## src/rtl/sap_ctrl_pkg.sv

```systemverilog
// Shared constants for the SAP-1 microcoded sequencer: control word bit
// positions, opcodes, start addresses, T-state encoding and control ROM contents.
package sap_ctrl_pkg;

  localparam int CW_CP   = 11;
  localparam int CW_EP   = 10;
  localparam int CW_LM_N = 9;
  localparam int CW_CE_N = 8;
  localparam int CW_LI_N = 7;
  localparam int CW_EI_N = 6;
  localparam int CW_LA_N = 5;
  localparam int CW_EA   = 4;
  localparam int CW_SU   = 3;
  localparam int CW_EU   = 2;
  localparam int CW_LB_N = 1;
  localparam int CW_LO_N = 0;

  localparam logic [11:0] CW_NOP = 12'h3E3;

  localparam logic [3:0] OP_LDA = 4'b0000;
  localparam logic [3:0] OP_ADD = 4'b0001;
  localparam logic [3:0] OP_SUB = 4'b0010;
  localparam logic [3:0] OP_OUT = 4'b1110;
  localparam logic [3:0] OP_HLT = 4'b1111;

  localparam logic [3:0] SA_LDA = 4'd3;
  localparam logic [3:0] SA_ADD = 4'd6;
  localparam logic [3:0] SA_SUB = 4'd9;
  localparam logic [3:0] SA_OUT = 4'd12;
  localparam logic [3:0] SA_NOP = 4'd15;

  typedef enum logic [5:0] {
    T1 = 6'b000001,
    T2 = 6'b000010,
    T3 = 6'b000100,
    T4 = 6'b001000,
    T5 = 6'b010000,
    T6 = 6'b100000
  } tstate_t;

  // Each entry is {end, cw}; end marks the last word of an execute sequence.
  localparam logic [12:0] CROM_INIT [16] = '{
    13'h05E3, 13'h0BE3, 13'h0263,
    13'h01A3, 13'h12C3, 13'h03E3,
    13'h01A3, 13'h02E1, 13'h13C7,
    13'h01A3, 13'h02E1, 13'h13CF,
    13'h13F2, 13'h03E3, 13'h03E3,
    13'h13E3
  };

  function automatic logic [3:0] start_addr(input logic [3:0] op);
    case (op)
      OP_LDA:  return SA_LDA;
      OP_ADD:  return SA_ADD;
      OP_SUB:  return SA_SUB;
      OP_OUT:  return SA_OUT;
      default: return SA_NOP;
    endcase
  endfunction

endpackage

```

## src/rtl/microprogrammed_sequencer_if.sv

```systemverilog
// Opcode in, control word / halt / debug state out between the datapath and
// the sequencer. slave = sequencer side, master = datapath side.
interface microprogrammed_sequencer_if #(parameter int UPC_W = 4);
  logic [3:0]       op_code;
  logic             cp, ep, lm_n, ce_n, li_n, ei_n, la_n, ea, su, eu, lb_n, lo_n;
  logic             hlt_n;
  logic [5:0]       state;
  logic [UPC_W-1:0] upc;

  modport slave (
    input  op_code,
    output cp, ep, lm_n, ce_n, li_n, ei_n, la_n, ea, su, eu, lb_n, lo_n,
    output hlt_n, state, upc
  );

  modport master (
    output op_code,
    input  cp, ep, lm_n, ce_n, li_n, ei_n, la_n, ea, su, eu, lb_n, lo_n,
    input  hlt_n, state, upc
  );
endinterface

```

## src/rtl/microprogrammed_sequencer_control_rom.sv

```systemverilog
// 16 x 13 combinational microcode ROM, {end, cw} addressed by the uPC.
module control_rom
  import sap_ctrl_pkg::*;
(
  input  logic [3:0]  addr_i,
  output logic [12:0] word_o
);
  assign word_o = CROM_INIT[addr_i];
endmodule

```

## src/rtl/microprogrammed_sequencer.sv

```systemverilog
// Microcoded SAP-1 controller: uPC, T-state ring and halt flag advance on the falling edge.
// Build option EARLY_END_EN lets a microword's end bit cut the instruction short.
module microprogrammed_sequencer
  import sap_ctrl_pkg::*;
#(
  parameter int CW_W  = 12,
  parameter int UPC_W = 4
) (
  input  logic                        clk,
  input  logic                        clr,
  microprogrammed_sequencer_if.slave  bus
);

  logic [UPC_W-1:0] upc_q;
  tstate_t          t_q;
  logic             halt_q;
  logic [12:0]      rom_word;
  logic [CW_W-1:0]  cw;
  logic             hlt_n;
  logic             early_end;

  control_rom u_rom (
    .addr_i (upc_q),
    .word_o (rom_word)
  );

`ifdef EARLY_END_EN
  assign early_end = rom_word[12];
`else
  logic unused_end;
  assign unused_end = rom_word[12];
  assign early_end  = 1'b0;
`endif

  always_ff @(negedge clk) begin
    if (clr) begin
      upc_q  <= '0;
      t_q    <= T1;
      halt_q <= 1'b0;
    end else if (!halt_q) begin
      if (t_q == T3) begin
        // HLT parks at T4 with the fetch address still in the uPC.
        if (bus.op_code == OP_HLT) halt_q <= 1'b1;
        else                       upc_q  <= start_addr(bus.op_code);
        t_q <= T4;
      end else if (t_q == T6 || early_end) begin
        upc_q <= '0;
        t_q   <= T1;
      end else begin
        t_q <= tstate_t'({t_q[4:0], 1'b0});
        if (upc_q != '1) upc_q <= upc_q + 1'b1;
      end
    end
  end

  always_comb begin
    cw    = rom_word[CW_W-1:0];
    hlt_n = 1'b1;
    if (clr) begin
      cw = CW_NOP;
    end else if (halt_q) begin
      cw    = CW_NOP;
      hlt_n = 1'b0;
    end
  end

  assign bus.cp    = cw[CW_CP];
  assign bus.ep    = cw[CW_EP];
  assign bus.lm_n  = cw[CW_LM_N];
  assign bus.ce_n  = cw[CW_CE_N];
  assign bus.li_n  = cw[CW_LI_N];
  assign bus.ei_n  = cw[CW_EI_N];
  assign bus.la_n  = cw[CW_LA_N];
  assign bus.ea    = cw[CW_EA];
  assign bus.su    = cw[CW_SU];
  assign bus.eu    = cw[CW_EU];
  assign bus.lb_n  = cw[CW_LB_N];
  assign bus.lo_n  = cw[CW_LO_N];
  assign bus.hlt_n = hlt_n;
  assign bus.state = t_q;
  assign bus.upc   = upc_q;

endmodule
```

## src/flat_wrapper.sv

```systemverilog
// flat-port wrapper written by rule: the top's interface ports become plain ports
module microprogrammed_sequencer_flat import sap_ctrl_pkg::*;
#(
  parameter int CW_W  = 12,
  parameter int UPC_W = 4
)
  (clk, clr, bus_op_code, bus_cp, bus_ep, bus_lm_n, bus_ce_n, bus_li_n, bus_ei_n, bus_la_n, bus_ea, bus_su, bus_eu, bus_lb_n, bus_lo_n, bus_hlt_n, bus_state, bus_upc);
  microprogrammed_sequencer_if #(.UPC_W(UPC_W)) bus_i ();
  input  logic clk;
  input  logic clr;
  input wire logic [$bits(bus_i.op_code)-1:0] bus_op_code;
  output wire logic [$bits(bus_i.cp)-1:0] bus_cp;
  output wire logic [$bits(bus_i.ep)-1:0] bus_ep;
  output wire logic [$bits(bus_i.lm_n)-1:0] bus_lm_n;
  output wire logic [$bits(bus_i.ce_n)-1:0] bus_ce_n;
  output wire logic [$bits(bus_i.li_n)-1:0] bus_li_n;
  output wire logic [$bits(bus_i.ei_n)-1:0] bus_ei_n;
  output wire logic [$bits(bus_i.la_n)-1:0] bus_la_n;
  output wire logic [$bits(bus_i.ea)-1:0] bus_ea;
  output wire logic [$bits(bus_i.su)-1:0] bus_su;
  output wire logic [$bits(bus_i.eu)-1:0] bus_eu;
  output wire logic [$bits(bus_i.lb_n)-1:0] bus_lb_n;
  output wire logic [$bits(bus_i.lo_n)-1:0] bus_lo_n;
  output wire logic [$bits(bus_i.hlt_n)-1:0] bus_hlt_n;
  output wire logic [$bits(bus_i.state)-1:0] bus_state;
  output wire logic [$bits(bus_i.upc)-1:0] bus_upc;
  assign bus_i.op_code = bus_op_code;
  assign bus_cp = bus_i.cp;
  assign bus_ep = bus_i.ep;
  assign bus_lm_n = bus_i.lm_n;
  assign bus_ce_n = bus_i.ce_n;
  assign bus_li_n = bus_i.li_n;
  assign bus_ei_n = bus_i.ei_n;
  assign bus_la_n = bus_i.la_n;
  assign bus_ea = bus_i.ea;
  assign bus_su = bus_i.su;
  assign bus_eu = bus_i.eu;
  assign bus_lb_n = bus_i.lb_n;
  assign bus_lo_n = bus_i.lo_n;
  assign bus_hlt_n = bus_i.hlt_n;
  assign bus_state = bus_i.state;
  assign bus_upc = bus_i.upc;
  microprogrammed_sequencer #(.CW_W(CW_W), .UPC_W(UPC_W)) u_core (.clk(clk), .clr(clr), .bus(bus_i));
endmodule
```

## config.mk

```make
export PLATFORM = sky130hd
export DESIGN_NAME = microprogrammed_sequencer_flat
export DESIGN_NICKNAME = d
export VERILOG_FILES = /design/src/rtl/sap_ctrl_pkg.sv /design/src/rtl/microprogrammed_sequencer_if.sv /design/src/rtl/microprogrammed_sequencer_control_rom.sv /design/src/rtl/microprogrammed_sequencer.sv /design/src/flat_wrapper.sv
export SDC_FILE = /design/constraint.sdc
export NUM_CORES = 1
export LEC_CHECK = 0
export CAP_MARGIN = 40
export CELL_PAD_IN_SITES_DETAIL_PLACEMENT = 0
export CELL_PAD_IN_SITES_GLOBAL_PLACEMENT = 1
export CORE_MARGIN = 5
export CORE_UTILIZATION = 29
export CTS_CLUSTER_DIAMETER = 200
export DETAILED_ROUTE_END_ITERATION = 16
export PLACE_DENSITY = 0.86
export REMOVE_ABC_BUFFERS = 1
export SLEW_MARGIN = 10
export SYNTH_ARGS = -nofsm -noshare
export SYNTH_HDL_FRONTEND = slang
export SYNTH_SLANG_ARGS = --single-unit
```

## constraint.sdc

```tcl
create_clock -name clk -period 1.6 [get_ports clk]
set_input_delay 0.16 -clock clk [delete_from_list [all_inputs] [get_ports clk]]
set_output_delay 0.16 -clock clk [all_outputs]
set_load 0.02 [all_outputs]
```

---- Word level (Yosys, flattened, before mapping) ----
Memory sizes are Yosys's and may differ from the RTL's.
Cells that the tools add are included.
word-level totals
  bits in registers ....................... 11
  bits in latches ......................... 0
  bits in writable memories ............... 0
  memory bits (read-only) ................. 208
  bits of input ports ..................... 6
  output and inout bits ................... 23
  word-level logic and storage cells ...... 35
  memories ................................ 1
memory list
  name             words  bits a word  read ports  clocked after memory_dff  write ports  RTL line                                    source
  (no name shown)  16     13           1           0                         0            microprogrammed_sequencer_control_rom.sv:8  assign word_o = CROM_INIT[addr_i];
cells by class
  $add $sub $neg .......................... 1
  multipliers ............................. 0
  div/mod/pow operators ................... 0
  order comparisons ....................... 1
  equal/unequal tests ..................... 8
  shift-type cells ........................ 0
  mux-type cells .......................... 16
  bitwise logic cells ..................... 2
  reductions and logical operators ........ 3
operators by type and width
  operator                                                  count
  two-way mux 12 bit                                        4
  two-way mux 4 bit                                         4
  case mux 4 bit (4 select lines)                           1
  two-way mux 6 bit                                         2
  equality test 4 bit, second input constant                2
  equality test 6 x 3 -> 1 bit, second input constant       1
  equality test 6 bit, second input constant                1
  greater-or-equal comparator 5 bit, second input constant  1
  two-way mux 1 bit                                         5
  NOT 4 -> 5 bit                                            1
  adder 4 x 1 -> 4 bit, second input constant               1
  equality test 4 x 1 -> 1 bit, second input constant       1
  equality test 4 x 2 -> 1 bit, second input constant       1
  zero test 4 bit                                           1
  != test 4 bit, second input constant                      1
  AND reduction 3 bit                                       1
  nonzero test 3 bit                                        1
  != test 2 bit, second input constant                      1
  NOT 1 bit                                                 1

---- Logic depth before layout (Yosys ltp) ----
Gate-level depths: netlist of the first run.
  depth in word-level cells ............... 6
  depth in mapped cells ................... 6
  gate-level depth less buffers ........... 6

---- Modules after synthesis ----
Synthesis of the first run repeated with hierarchy kept, for this count alone.
unflattened totals
  cells, all modules ...................... 111
  area total of the unflattened synthesis .. 869.6 sq um
modules (own cells, without submodules)
  module                     instances  cells each  area each (sq um)  seq. area each (sq um)
  microprogrammed_sequencer  1          80          671.9              220.2
  control_rom                1          31          197.7              0.0

==> summary.md, run 1 <==
| Metric | Value |
|---|---|
| Register area share after synthesis | `24.0%` |
| DRC | `0` |
| CORE AREA | `slightly above 3000 um^2` |
| Largest net degree at the start of global routing | `11` |
| Post-synth top cells | `nand2_1 (12), nor2_1 (12), dfxtp_1 (11), inv_1 (8), a21oi_1 (7)` |
| Design Area, Final | `1870 um^2` |
| RSZ-0062 raised after global routing | `yes` |
| Worst vdd ir | `327 uV` |
| Final slew viol count | `0` |
| CTS Hold Bufs | `0` |
| Slew headroom | `between 70% and 80%` |
| Main synth FF type | `dfxtp_1` |
| Die ar. | `about 4400 um^2` |
| Total GRT Usage | `15.4%` |
| WS Path Type | `flop to output pin` |
| Hold crit path type | `flop to flop` |
| Syn Inst Count | `between 100 and 150` |
| Placed cells | `approximately 220` |
| Hold slack final | `0.608 ns` |
| Synth cell types | `41` |
| Synth top area share | `between 20% and 30%` |
| Port bufs | `28` |
| Final worst setup slack | `-0.821 ns` |
| Cell Rows | `20` |
| Hold Vio Cnt, Final | `0` |
| WP data required | `~1.4 ns` |
| Power Density | `712 nW/um^2` |
| Clk sinks | `11` |
| Top post-synthesis cells by area | `dfxtp_1 (24%), ha_1 (6.8%), mux2i_1 (6.6%), nand2_1 (4.9%), nor2_1 (4.9%)` |
| Avg Inst Size Synth | `about 8 um^2` |
| Layout area overhead | `105%` |
| Ant. Diodes | `0` |
| Post-synth design cell area | `916 um^2` |
| GPL Wtd Cong | `0.826` |
| CP Launch Type | `flop` |
| Final WL | `3080 um` |
| Max-cap violations | `0` |
| Die width | `66.2 um` |
| Status | `finished, violations left` |
| Share of layout cells above drive strength 1 | `62.2%` |
| Cts bufs inserted | `3` |
| Pleak | `0.839 nW` |
| Critical Path End Type | `output pin` |
| Initial antenna violation count | `0` |
| CTS tree | `yes` |
| WP data arrival | `2.26 ns` |
| Final core occ | `61.4%` |
| CTS H-Tree Depth | `1` |
| Boundary Pins | `29` |
| Failing checks | `negative setup slack` |
| Pre-CTS setup slack | `-1.02 ns` |
| Vias in the first global route | `1,162` |
| Post-Layout Cell Count | `~240` |
| Routed wire per std cell | `between 10 and 15 um` |
| Slew @ Worst Pin | `0.347 ns` |
| Clk Latency, worst-skew pair | `0.35 ns` |
| HPWL after detailed placement | `~2200 um` |
| Final setup skew | `0.0191 ns` |
| EDFF count, synth | `0` |
| Fillers | `253` |
| DR vias/cell | `4.81` |
| Ys async rst share | `0%` |
| Leading area contributor after synthesis | `dfxtp_1` |
| Die Span Y | `66.2 um` |
| Clock Path Buffers | `2` |
| Starting Density | `roughly 30%` |
| DR iter-0 viols | `80` |
| Final setup vio count | `27` |
| First-pass GRT wire length | `roughly 5200 um` |
| Synth Register Bits | `11` |
| Placement Cell Area | `roughly 1500 um^2` |
| Yosys Warn Count | `0` |
| Worst Path Max Fanout | `6` |
| Post-route ant nets | `0` |
| Reg clk slew, reported paths | `0.03 ns` |
| Grt total ovfl | `0` |
| NumNets Final | `205` |
| 1st-pass router iterations | `4` |
| Clock root cell | `clkbuf_4` |
| Routed via count | `1,139` |
-- registers in the layout (all words and copies together), names as in the netlist --
signal,cells
u_core.bus.state,6
u_core.bus.upc,4
u_core.halt_q,1
-- layout by cell type (no fill, tap or decap), types with 2 or more instances in the layout --
cell | synthesis | final
a211o_1 | 2 | 2
a21oi_1 | 7 | 5
a21oi_2 | 1 | 3
a31oi_1 | 2 | 2
and3_4 | 0 | 3
buf_2 | 2 | 4
buf_4 | 0 | 36
buf_6 | 0 | 26
buf_8 | 0 | 2
clkbuf_4 | 0 | 3
dfxtp_2 | 0 | 8
dfxtp_4 | 0 | 3
ha_4 | 0 | 3
inv_1 | 8 | 15
inv_2 | 0 | 3
mux2i_1 | 6 | 6
nand2_1 | 12 | 10
nand2_2 | 0 | 2
nand2b_1 | 3 | 2
nor2_1 | 12 | 9
nor2_4 | 0 | 2
nor2b_1 | 2 | 2
nor3_4 | 0 | 3
nor4_4 | 1 | 2
o21ai_0 | 6 | 3
o21ai_2 | 0 | 2
o311ai_1 | 2 | 2
xor2_1 | 2 | 2
-- per-stage QoR --
stage          power (W)  TNS, ns
2_1_floorplan   0.000557    -7.94
3_3_place_gp    0.000767   -19.49
3_5_place_dp    0.000778   -20.16
4_1_cts          0.00132   -11.73
5_1_grt          0.00143   -13.27
6_report         0.00133   -11.76
-- worst max-delay path, cell delays in order, from the launching register on --
cell	delay (ns)
dfxtp_2	0.33
buf_4	0.15
ha_2	0.22
nand2_1	0.06
o21ai_0	0.15
nand2_1	0.07
buf_2	0.15
-- repair_timing --
action,4_1_cts,5_1_grt
gates resized for setup,205,12
buffers inserted,4,5
endpoints found under the setup margin,29,27
pin swaps,18,9
endpoints found under the hold margin,0,0
gates cloned,0,0
-- report_power, final --
group	total [W]	internal, W	switching [W]
sequential	0.000313	0.000294	0.0000198
clock	0.000473	0.000289	0.000184
combinational	0.000547	0.000296	0.000252
total	0.00133	0.000878	0.000456
-- final timing paths --
kind	from	to	slack [ns]	cells after the start
worst min register to register	u_core.bus.state[0]	u_core.bus.state[0]	0.61	3
worst min-delay path	u_core.bus.state[0]	u_core.bus.state[0]	0.61	3
worst max-delay path	u_core.bus.upc[1]	bus_lb_n	-0.82	6
worst max register to register	u_core.bus.upc[0]	u_core.bus.upc[2]	-0.10	7
-- logic make-up (layout without fill, tap and decap cells) --
| family | count (synthesis) | in the layout | share of synthesized area (%) |
|---|---|---|---|
| and+or+nand+nor | 47 | 47 | 27.7 |
| AOI/OAI and AO/OA | 29 | 29 | 24.7 |
| buffers and inverters | 14 | 91 | 6.01 |
| DFF | 11 | 11 | 24.0 |
| muxes | 7 | 7 | 7.79 |
| adders and majority gates | 5 | 5 | 6.83 |
| xor gates and xnor gates | 3 | 3 | 2.87 |
-- cell type report --
| class | count | area [um^2] | share of cell area, % |
|---|---|---|---|
| Tap cell | 44 | 55.1 | 2.94 |
| Multi-Input combinational cell | 91 | 835 | 44.6 |
| Timing Repair Buffer | 69 | 622 | 33.2 |
| Clock inverter | 12 | 71.3 | 3.81 |
| Sequential cell | 11 | 241 | 12.9 |
| Clock buffer | 3 | 22.5 | 1.20 |
| Inverter | 7 | 26.3 | 1.40 |
-- layer usage --
metal | track usage [%] | vias up | routed length [um]
met5 | 0 | - | 0
met4 | 10.7 | 0 | 93
met3 | 3.40 | 8 | 135
met2 | 26.6 | 29 | 1600
met1 | 16.3 | 529 | 1250
li1 | - | 573 | -
Note: power is estimated with default switching activity, not from simulation.
==> run 2, diff against run 1 <==
- ABC_AREA: not set -> 1
- CORE_UTILIZATION: 29 -> 27
- PLACE_DENSITY: 0.86 -> 0.87
==> summary.md, run 2 <==
| Metric | Value |
|---|---|
| Power Total | `0.00123 W` |
| R2r startpoint | `u_core.bus.state[3]` |
| RSZ-0062 raised after global routing | `yes` |
| Synth Register Bits | `11` |
| Total GRT Usage | `between 10% and 20%` |
| Power Density | `~730 nW/um^2` |
| Reg clk slew, reported paths | `0.03 ns` |
| Synth top area share | `26.0%` |
| Fillers | `268` |
| Grt total ovfl | `0` |
| Syn Inst Count | `~130` |
| Pleak | `0.810 nW` |
| Status | `finished, violations left` |
| Die ar. | `~4400 um^2` |
| Vias in the first global route | `1,125` |
| Worst Path Max Fanout | `3` |
| Cts bufs inserted | `3` |
| Placement Cell Area | `1360 um^2` |
| Initial antenna violation count | `0` |
| Worst vdd ir | `374 uV` |
| Largest net degree at the start of global routing | `8` |
| Die Span Y | `approximately 66 um` |
| Most frequent cells in the layout | `buf_4 (39), nand2_1 (25), inv_1 (20), buf_6 (20), nor2_1 (15)` |
| Hold crit path type | `flop to flop` |
| Met1 usage in global routing | `13.9%` |
| Critical Path End Type | `output pin` |
| Clk Latency, worst-skew pair | `~0.37 ns` |
| Comb pwr share | `34.9%` |
| Layout area overhead | `100%` |
| Share of layout cells above drive strength 1 | `60.8%` |
| Reg power frac | `24.8%` |
| First-pass GRT wire length | `4530 um` |
| Slew @ Worst Pin | `0.187 ns` |
| DR iter-0 viols | `14` |
| Final WL | `2830 um` |
| WP data arrival | `2.23 ns` |
| Pre-CTS setup slack | `-1.02 ns` |
| CORE AREA | `roughly 3000 um^2` |
| Commonest non-fill, non-tap cell in the layout | `buf_4` |
| DRC | `0` |
| Clock root cell | `clkbuf_4` |
| Main synth FF type | `dfxtp_1` |
| Slew headroom | `87.5%` |
| Boundary Pins | `29` |
| Register area share after synthesis | `about a quarter` |
| Routed wire per std cell | `11.1 um` |
| Clk sinks | `11` |
| Design Area, Final | `1690 um^2` |
| Cell Rows | `20` |
| GR Util met3 | `under 10%` |
| EDFF count, synth | `0` |
| Port bufs | `28` |
| Clock network power share | `between 40 and 50%` |
| Post-synth top cells | `nand2_1 (30), inv_1 (23), nor2_1 (20), dfxtp_1 (11), nand3_1 (7)` |
| Max-cap violations | `0` |
| Min-delay src | `u_core.bus.state[5]` |
| Busiest grt layer | `met2` |
| Pint | `0.000788 W` |
| WS Path Type | `flop to output pin` |
| DR vias/cell | `approximately 4.4` |
| Worst setup path startpoint | `u_core.bus.upc[1]` |
| Hold Vio Cnt, Final | `0` |
| CP Launch Type | `flop` |
| Setup_tns | `-11.51 ns` |
| Ys async rst share | `0%` |
| Avg Inst Size Synth | `6.31 um^2` |
| Clock Path Buffers | `2` |
| Post-synth design cell area | `846 um^2` |
| 1st-pass router iterations | `4` |
| HPWL after detailed placement | `just under 2000 um` |
| Synth cell types | `23` |
| Count leader, synth | `nand2_1` |
| Ant. Diodes | `0` |
| Failing checks | `negative setup slack` |
| Flip-flop count of the largest register after layout | `6` |
| Die width | `66.0 um` |
| Routed via count | `1,115` |
| Final core occ | `56.0%` |
| Yosys Warn Count | `0` |
| WP data required | `1.44 ns` |
| M2 GR Usage | `23.7%` |
| Final setup skew | `0.0282 ns` |
| Post-route ant nets | `0` |
| Final slew viol count | `0` |
| NumNets Final | `224` |
| CTS tree | `yes` |
| Leading area contributor after synthesis | `dfxtp_1` |
| Switching pwr | `0.000445 W` |
| Starting Density | `~28%` |
| GPL Wtd Cong | `0.822` |
| R2R setup slack | `0.20 ns` |
| Final setup vio count | `23` |
| Top post-synthesis cells by area | `dfxtp_1 (26%), nand2_1 (13%), inv_1 (10%), nor2_1 (8.9%), ha_1 (7.4%)` |
| Sw frac | `36.1%` |
| CTS H-Tree Depth | `1` |
| Final worst setup slack | `-0.790 ns` |
run 2: cell types whose count changed after synthesis, moves of 4 or more:
cell     before  now
a21oi_1       7    3
and3_1        4    0
inv_1         8   23
mux2i_1       6    0
nand2_1      12   30
nand3_1       1    7
nor2_1       12   20
nor2_2        0    6
o22ai_1       0    5
run 2: per-stage QoR:
stage,instances,hold WS [ns]
finish,256,0.643
global route,256,0.690
CTS,249,0.635
detailed placement,230,0.608
global placement,230,0.608
floorplan,133,0.484
run 2: final timing paths:
check / endpoint / depth (start not counted)
hold / removal: u_core.bus.state[5] / 3
setup reg to reg: u_core.bus.upc[3] / 8
setup / recovery: bus_la_n / 7
hold reg to reg: u_core.bus.state[5] / 3
run 2: kinds of logic (layout without fill, tap and decap cells):
kind of cell / Yosys count / after routing / synth area share [%]
flops: 11 / 11 / 26.0
simple gates: 74 / 74 / 41.7
xor+xnor: 1 / 1 / 1.04
fa+ha+maj: 5 / 5 / 7.40
buf+inv: 26 / 104 / 11.7
compound gates: 17 / 17 / 12.1
run 2: routing by layer:
| metal | part of all wire (%) | vias up |
|---|---|---|
| li1 | - | 581 |
| met1 | 42 | 504 |
| met2 | 51 | 22 |
| met3 | 4.1 | 8 |
| met4 | 2.4 | 0 |
| met5 | 0 | - |
run 2: layout make-up:
type | count | area, um^2 | area share, %
Clock buffer | 3 | 22.5 | 1.33
Multi-Input combinational cell | 97 | 661 | 39.0
Sequential cell | 11 | 239 | 14.1
Tap cell | 44 | 55.1 | 3.25
Clock inverter | 12 | 71.3 | 4.21
Inverter | 24 | 97.6 | 5.76
Timing Repair Buffer | 65 | 548 | 32.3
run 2: timing repair:
item,4_1_cts,5_1_grt
hold buffers,0,0
setup buffers,6,7
endpoints found under the setup margin,33,32
cloned,0,0
pin swaps,18,17
gates resized for setup,193,22
run 2: power by group through the flow:
| stage | clock, W | combinational (W) | sequential (W) |
|---|---|---|---|
| after floorplan | 0.0000461 | 0.000140 | 0.000338 |
| after global placement | 0.0000461 | 0.000336 | 0.000303 |
| after detailed placement | 0.0000461 | 0.000340 | 0.000304 |
| after CTS | 0.000507 | 0.000400 | 0.000306 |
| after global routing | 0.000541 | 0.000469 | 0.000307 |
| final | 0.000496 | 0.000431 | 0.000306 |
run 2: worst max-delay path, stage by stage, from the launching register on:
cell and delay [ns]:
dfxtp_2 0.33, inv_2 0.06, ha_4 0.26, inv_4 0.04, nand2_4 0.05, nor2_2 0.04
a31oi_1 0.13, buf_4 0.17
